**src/rtl/mmio_uart_tx.sv**
```systemverilog
// Memory-mapped 8N1 UART transmitter snooping the data-memory store bus.
// Word stores to BASE_ADDR queue a byte; BASE_ADDR+4 reads status and clears overflow on write.
module mmio_uart_tx #(
    parameter logic [31:0] BASE_ADDR    = 32'h0000_0100,
    parameter int unsigned CLKS_PER_BIT = 16,
    parameter int unsigned DEPTH        = 4
) (
    input  logic        clk,
    input  logic        reset,
    input  logic        we,
    input  logic [31:0] a,
    input  logic [31:0] wd,
    output logic [31:0] rd,
    output logic        tx
);

    localparam int unsigned PTR_W = (DEPTH > 1) ? $clog2(DEPTH) : 1;
    localparam int unsigned CNT_W = PTR_W + 1;
    localparam int unsigned BIT_W = (CLKS_PER_BIT > 1) ? $clog2(CLKS_PER_BIT) : 1;

    localparam logic [29:0] DATA_WORD = BASE_ADDR[31:2];
    localparam logic [29:0] STAT_WORD = BASE_ADDR[31:2] + 30'd1;

    localparam logic [1:0] StIdle  = 2'd0;
    localparam logic [1:0] StStart = 2'd1;
    localparam logic [1:0] StData  = 2'd2;
    localparam logic [1:0] StStop  = 2'd3;

    // FIFO state
    logic [7:0]       mem_q [DEPTH];
    logic [PTR_W-1:0] wr_ptr_q, wr_ptr_d;
    logic [PTR_W-1:0] rd_ptr_q, rd_ptr_d;
    logic [CNT_W-1:0] count_q, count_d;
    logic             ovf_q, ovf_d;

    // Serialiser state
    logic [1:0]       state_q, state_d;
    logic [BIT_W-1:0] bit_cnt_q, bit_cnt_d;
    logic [2:0]       bit_idx_q, bit_idx_d;
    logic [7:0]       shift_q, shift_d;
    logic             tx_q, tx_d;

    logic hit_data, hit_stat, addr_stat;
    logic fifo_full, fifo_empty;
    logic push, pop, bit_done, busy;
    logic [7:0] head;
    logic [31:0] status;

    logic unused_bits;
    assign unused_bits = ^{a[1:0], wd[31:8]};

    assign addr_stat  = (a[31:2] == STAT_WORD);
    assign hit_data   = we & (a[31:2] == DATA_WORD);
    assign hit_stat   = we & addr_stat;

    assign fifo_full  = (count_q == CNT_W'(DEPTH));
    assign fifo_empty = (count_q == '0);
    assign push       = hit_data & ~fifo_full;
    assign head       = mem_q[rd_ptr_q];
    assign bit_done   = (bit_cnt_q == BIT_W'(CLKS_PER_BIT - 1));
    assign busy       = (state_q != StIdle);

    assign status = {28'd0, ovf_q, busy, fifo_empty, fifo_full};
    assign rd     = addr_stat ? status : 32'd0;
    assign tx     = tx_q;

    always_comb begin
        state_d   = state_q;
        bit_cnt_d = bit_cnt_q;
        bit_idx_d = bit_idx_q;
        shift_d   = shift_q;
        tx_d      = tx_q;
        pop       = 1'b0;
        case (state_q)
            StIdle: begin
                tx_d = 1'b1;
                if (!fifo_empty) begin
                    pop       = 1'b1;
                    shift_d   = head;
                    tx_d      = 1'b0;
                    bit_cnt_d = '0;
                    state_d   = StStart;
                end
            end
            StStart: begin
                if (bit_done) begin
                    bit_cnt_d = '0;
                    bit_idx_d = 3'd0;
                    tx_d      = shift_q[0];
                    state_d   = StData;
                end else begin
                    bit_cnt_d = bit_cnt_q + BIT_W'(1);
                end
            end
            StData: begin
                if (bit_done) begin
                    bit_cnt_d = '0;
                    if (bit_idx_q == 3'd7) begin
                        tx_d    = 1'b1;
                        state_d = StStop;
                    end else begin
                        bit_idx_d = bit_idx_q + 3'd1;
                        shift_d   = {1'b0, shift_q[7:1]};
                        tx_d      = shift_q[1];
                    end
                end else begin
                    bit_cnt_d = bit_cnt_q + BIT_W'(1);
                end
            end
            default: begin
                // End of stop bit chains straight into the next start bit when data waits.
                if (bit_done) begin
                    bit_cnt_d = '0;
                    if (!fifo_empty) begin
                        pop     = 1'b1;
                        shift_d = head;
                        tx_d    = 1'b0;
                        state_d = StStart;
                    end else begin
                        tx_d    = 1'b1;
                        state_d = StIdle;
                    end
                end else begin
                    bit_cnt_d = bit_cnt_q + BIT_W'(1);
                end
            end
        endcase
    end

    always_comb begin
        wr_ptr_d = push ? wr_ptr_q + PTR_W'(1) : wr_ptr_q;
        rd_ptr_d = pop ? rd_ptr_q + PTR_W'(1) : rd_ptr_q;
        count_d  = count_q;
        case ({push, pop})
            2'b10:   count_d = count_q + CNT_W'(1);
            2'b01:   count_d = count_q - CNT_W'(1);
            default: count_d = count_q;
        endcase
        // A dropped byte outranks a same-cycle clear.
        ovf_d = ovf_q;
        if (hit_data && fifo_full) begin
            ovf_d = 1'b1;
        end else if (hit_stat) begin
            ovf_d = 1'b0;
        end
    end

    always_ff @(posedge clk) begin
        if (push) begin
            mem_q[wr_ptr_q] <= wd[7:0];
        end
    end

    always_ff @(posedge clk) begin
        if (!reset) begin
            wr_ptr_q  <= '0;
            rd_ptr_q  <= '0;
            count_q   <= '0;
            ovf_q     <= 1'b0;
            state_q   <= StIdle;
            bit_cnt_q <= '0;
            bit_idx_q <= 3'd0;
            shift_q   <= 8'd0;
            tx_q      <= 1'b1;
        end else begin
            wr_ptr_q  <= wr_ptr_d;
            rd_ptr_q  <= rd_ptr_d;
            count_q   <= count_d;
            ovf_q     <= ovf_d;
            state_q   <= state_d;
            bit_cnt_q <= bit_cnt_d;
            bit_idx_q <= bit_idx_d;
            shift_q   <= shift_d;
            tx_q      <= tx_d;
        end
    end

endmodule

```
**config.mk**
```make
export PLATFORM = sky130hd
export DESIGN_NAME = mmio_uart_tx
export DESIGN_NICKNAME = d
export VERILOG_FILES = /design/src/rtl/mmio_uart_tx.sv
export SDC_FILE = /design/constraint.sdc
export NUM_CORES = 1
export LEC_CHECK = 0
export ABC_AREA = 1
export BUFFER_PORTS_ARGS = -buffer_cell sky130_fd_sc_hd__buf_2
export CORE_MARGIN = 1.5
export CORE_UTILIZATION = 45
export CTS_BUF_LIST = sky130_fd_sc_hd__clkbuf_8
export DETAILED_ROUTE_END_ITERATION = 10
export PLACE_DENSITY = 0.75
export SLEW_MARGIN = 20
export SYNTH_ARGS = -nofsm -noshare
export SYNTH_HDL_FRONTEND = slang
export SYNTH_SLANG_ARGS = --single-unit
```
**constraint.sdc**
```tcl
create_clock -name clk -period 1.9 [get_ports clk]
set_clock_uncertainty 0.05 [all_clocks]
set_input_delay 0.38 -clock clk [delete_from_list [all_inputs] [get_ports clk]]
set_output_delay 0.38 -clock clk [all_outputs]
set_load 0.02 [all_outputs]
```
* Word level (Yosys, flattened, before mapping)
Memories as Yosys holds them, arrays and structs flattened. A register that Yosys moved wholly into a read port is not among the register bits.
Cells that the tools add are included.
** Word-level totals
- Memories kept :: 1
- Output and inout bits :: 33
- Bits in writable memories :: 32
- Register bits after elaboration :: 26
- Logic and storage cells :: 84
- Input bits :: 67
** Memory list
- mem_q :: depth 4, width 8, rd ports 1, clocked after Yosys merged registers in 1, wr ports 1, RTL line 30 : logic [7:0] mem_q [DEPTH];
** Cells by class
- Add/sub/neg operators :: 6
- Bitwise gates (word level) :: 5
- Equality and inequality tests :: 14
- Muxes and demuxes :: 36
- Reduce and logical (&&, ||, !) cells :: 13
** Operators with widths (number)
- == test 30 x 7 -> 1 bit (second input constant) :: 2
- two-way mux 8 bit :: 4
- case mux 8 bit (3 select lines) :: 1
- two-way mux 4 bit :: 4
- two-way mux 2 bit :: 7
- two-way mux 1 bit :: 12
- case mux 3 bit (2 select lines) :: 2
- != test 2 bit (second input constant) :: 5
- nonzero test 2 bit :: 5
- two-way mux 3 bit :: 3
- AND reduction 4 bit :: 2
- adder 3 x 1 -> 3 bit (second input constant) :: 2
- == test 3 bit (second input constant) :: 2
- case mux 2 bit (3 select lines) :: 1
- AND reduction 5 bit :: 1
- adder 2 x 1 -> 2 bit (second input constant) :: 2
- adder 4 x 1 -> 4 bit (second input constant) :: 1
- == test 2 x 1 -> 1 bit (second input constant) :: 2
- == test 2 bit (second input constant) :: 2
- == test 4 bit (second input constant) :: 1
- AND 1 bit :: 3
- logical NOT 3 bit :: 1
- case mux 1 bit (3 select lines) :: 1
- AND reduction 3 bit :: 1
- other kinds (6) :: 7

* Longest topological paths before layout
- Depth in word-level cells :: 6
- Depth in mapped cells :: 13
- Gate-level depth less buffers :: 13

* Worst setup path before layout
OpenSTA, ideal clock, no wires.
- Path kind :: register to register
- Start point :: reg state_q[0]
- End point :: reg count_q[2]
- Library setup time :: 0.122 ns
- Slack :: -0.087 ns
- Buffers on the path :: 0
- Data arrival time :: 1.815 ns
- Stages on the path, launching flop included :: 14
- Required time :: 1.728 ns
- Period minus slack after synthesis :: 1.987 ns
- Path through :: dfxtp_1 inv_1 ha_1 inv_1 nand2_1 nand3_1 inv_1 ha_1 inv_1 fa_1 a21oi_1 o21ai_0 o21ai_0 a21oi_1
** Between the ends
- Word-level cells in the longest chain between the ends :: 5
- Elaborated cells between the ends (all ways) :: 9
- Those cells by class :: eq/ne (4); mux (2); reduce/logical (3)
** RTL lines
- start, declared :: RTL line 37 : logic [1:0] state_q, state_d;
- start signal, assigned :: RTL line 160 : state_q <= StIdle;
- start signal, assigned :: RTL line 170 : state_q <= state_d;
- == test 2 bit or == test 2 x 1 -> 1 bit (tied branches) :: RTL line 74 : case (state_q)
- OR reduction 2 bit (no source line)
- case mux 1 bit (2 select lines) * :: RTL line 74
- net pop :: RTL line 45 : logic push, pop, bit_done, busy;
- == test 2 x 1 -> 1 bit or == test 2 bit (tied branches) :: RTL line 134 : case ({push, pop})
- case mux 3 bit (2 select lines) or nonzero test 2 bit (tied branches)
- end signal, assigned :: RTL line 168 : count_q <= count_d;
- end, declared :: RTL line 33 : logic [CNT_W-1:0] count_q, count_d;
Mark *: on every way through the listed nets, which the timed path passes. The rest lies on a longest branch.
A chain may end at the register's enable or synchronous reset.

* Worst setup path after layout
- Start point :: reg state_q[1]
- End point :: reg count_q[2]
The elaborated chain is that of the path after synthesis.

==> run metrics <==
status=complete, but fails checks; failing checks=negative setup slack; period utilisation layout=100%; initial core utilization=45.9%; max_cap viols=0; final-report hold violation count=0; Final Power=5150 uW; boundary pin count=100; Static Leak=0.00169 uW; GP Congestion=0.788; P per Cell Area=1370 nW/um^2; HPWL Detailed=4150 microns; crit path launch type=flop; unrepaired setup endpoints after global routing=true; gr usage total=17.5%; Initial DRC Count=69; first-pass GRT wire length=10000 microns; gr ovfl total=0; WP data arrival=2.07 ns; initial antenna violation count=0; Min-Delay Path Class=input port to flop; Clock Tree Root=clkbuf_8; CTS Sinks=60; Mean Syn Cell Area=8.53 sq um; Post-DRT Antenna Nets=0; DR WL/cell=11.3 microns; R2R depth=13; Peak VDD IR=976 uV; number of diodes=0; crit path kind=flop to flop; Min Clock Period, post-route=1.90 ns; Clock Latency Late Sink=0.33 ns; DRT Wirelength=5930 microns; clock-pin slew on the worst setup and hold paths=0.07 ns; H-tree depth=3; Vias=2456; fin. max-slew vios=0; Synth Register Bits=60; number of global-route vias before repair=2330; core area=6720 sq um; Layout Nets=518; cts hold-fix bufs=0; Vias/cell=4.70; hold depth=1; Post-Syn Area=3090 sq um; DP Worst Slack=-0.138 ns; Post-Synthesis Cells=362; final setup fails=1; final setup margin=-0.00326 ns; PortBufs=45; CTS tree=done; Post-route DRC=0; Max FO, Critical Path=3; CTS Buffer Depth=2; die area=7370 sq um; Die W=85.8 microns; layout cells sized above 1=28.4%; site row count=30; largest net degree at the start of global routing=17; Setup crit end kind=flop; Layout area overhead=22.1%; warnings from Yosys=0; f_max=0.525 GHz; die height=85.8 microns; unique cell type count in the Yosys netlist=30; Worst EP required=2.07 ns; CTS buffer count=9; drt pass-1 iters=4; sequential element share of the synthesized area=49.3%
[sequential cells by signal, indices dropped and copies added, names as in the netlist, named ones only]
signal,count
bit_cnt_q,4
bit_idx_q,3
count_q,3
mem_q,32
ovf_q,1
rd_ptr_q,2
shift_q,8
state_q,2
tx,1
wr_ptr_q,2
[worst max-delay path, stage by stage, from the launching register on]
cell and delay (ns):
dfxtp_4 0.37, inv_4 0.07, ha_4 0.13, inv_2 0.04, nand2_2 0.06, nand3_2 0.10, inv_2 0.09, ha_4 0.12
inv_2 0.04, fa_2 0.35, a21oi_2 0.14, o21ai_2 0.07, o21ai_1 0.12, a21oi_1 0.05
[synth_stat cells]
cell type	count	share of area, %
buf_4	31	7.5
xnor2_1	1	0.28
inv_4	2	0.41
o21ai_1	1	0.16
o22ai_1	2	0.41
buf_2	3	0.49
nand3b_1	1	0.24
inv_1	36	4.4
nor2_1	52	6.3
edfxtp_1	32	31
a21boi_0	1	0.24
o21ai_0	24	3.9
nor3_1	1	0.16
ha_1	12	4.9
nor2_8	1	0.65
and2_1	1	0.20
nand3_2	2	0.65
nand3_1	25	4.1
o211a_1	1	0.32
nand2_1	75	9.1
inv_2	1	0.12
nand2_2	3	0.61
a21oi_1	15	2.4
nand3_4	2	1.1
clkbuf_1	2	0.24
conb_1	1	0.12
nand4_1	2	0.41
fa_1	1	0.65
dfxtp_1	28	18
nor2_2	3	0.61
[final cells by class]
cell class	instances	area, sq um
fillers	569	2950
repair buffers	73	438
flip-flops and latches	60	1530
clock buffers	9	124
well taps	80	100
clock inverters	7	67.6
multi-input cells	255	1350
inverters	39	156
[cells by family after synthesis]
kind of cell	after synthesis	synth area share [%]
adder cells (fa/ha/maj)	13	5.51
other	1	0.121
AO/OA/AOI/OAI	44	7.46
AND/OR/NAND/NOR	168	24.2
buffers and inverters	75	13.2
XOR/XNOR	1	0.284
flip-flops	60	49.3
[where the power goes]
group | switching (uW) | internal, uW
Sequential | 168 | 1570
Combinational | 1390 | 930
Clock | 492 | 597
Total | 2050 | 3100
[per-layer routing]
metal | routed length (microns) | global-route usage, % | up-vias | part of all wire, %
met3 | 239 | 5.87 | 5 | 4.0
met2 | 3020 | 31.3 | 63 | 51
met5 | 0 | 0 | - | 0
met4 | 61 | 4.99 | 0 | 1.0
met1 | 2610 | 19.9 | 1111 | 44
li1 | - | - | 1277 | -
[what timing repair did]
| item | in CTS | in global routing |
|---|---|---|
| hold endpoints to repair | 0 | 0 |
| pin swaps | 6 | 8 |
| gates resized for setup | 17 | 14 |
| endpoints found under the setup margin | 2 | 5 |
| setup buffers | 3 | 2 |
| gates cloned | 0 | 1 |
[cells in the final DEF, fill, tap and decap left out, types with 2 or more instances in the layout]
cell        count
dfxtp_1        24
o21ai_0        22
inv_4           4
nor2_4          2
inv_2           6
nand3_1        24
o21ai_1         2
buf_2          44
edfxtp_1       32
inv_1          29
buf_4          29
nand3_2         3
clkinvlp_4      2
nand3_4         2
clkinv_2        2
nand2_1        72
nor2_1         51
dfxtp_2         2
nand2_2         6
nor2_2          3
dfxtp_4         2
ha_1            8
o22ai_1         2
nand4_1         2
a21oi_1        14
ha_4            4
conb_1         28
clkbuf_8        9
[through the flow]
stage / area, sq um / setup TNS [ns] / utilization (%) / hold WS (ns) / instances
floorplan: 3190 / 0 / - / 0.362 / 389
global placement: 3440 / -0.129 / 51.1 / 0.380 / 501
detailed placement: 3440 / -0.271 / 51.1 / 0.399 / 501
CTS: 3700 / -0.0438 / 55.1 / 0.191 / 520
global route: 3770 / -0.170 / 56.1 / 0.198 / 523
finish: 3770 / -0.00326 / 56.1 / 0.208 / 523
[final timing paths]
path | startpoint | end | slack, ns
worst max-delay path | state_q[1] | count_q[2] | -0.003
worst min-delay path | wd[2] | mem_q[2][2] | 0.21
worst min register to register | rd_ptr_q[1] | flop | 0.41
worst max register to register | state_q[1] | count_q[2] | -0.003
(Power assumes the default switching activity.)
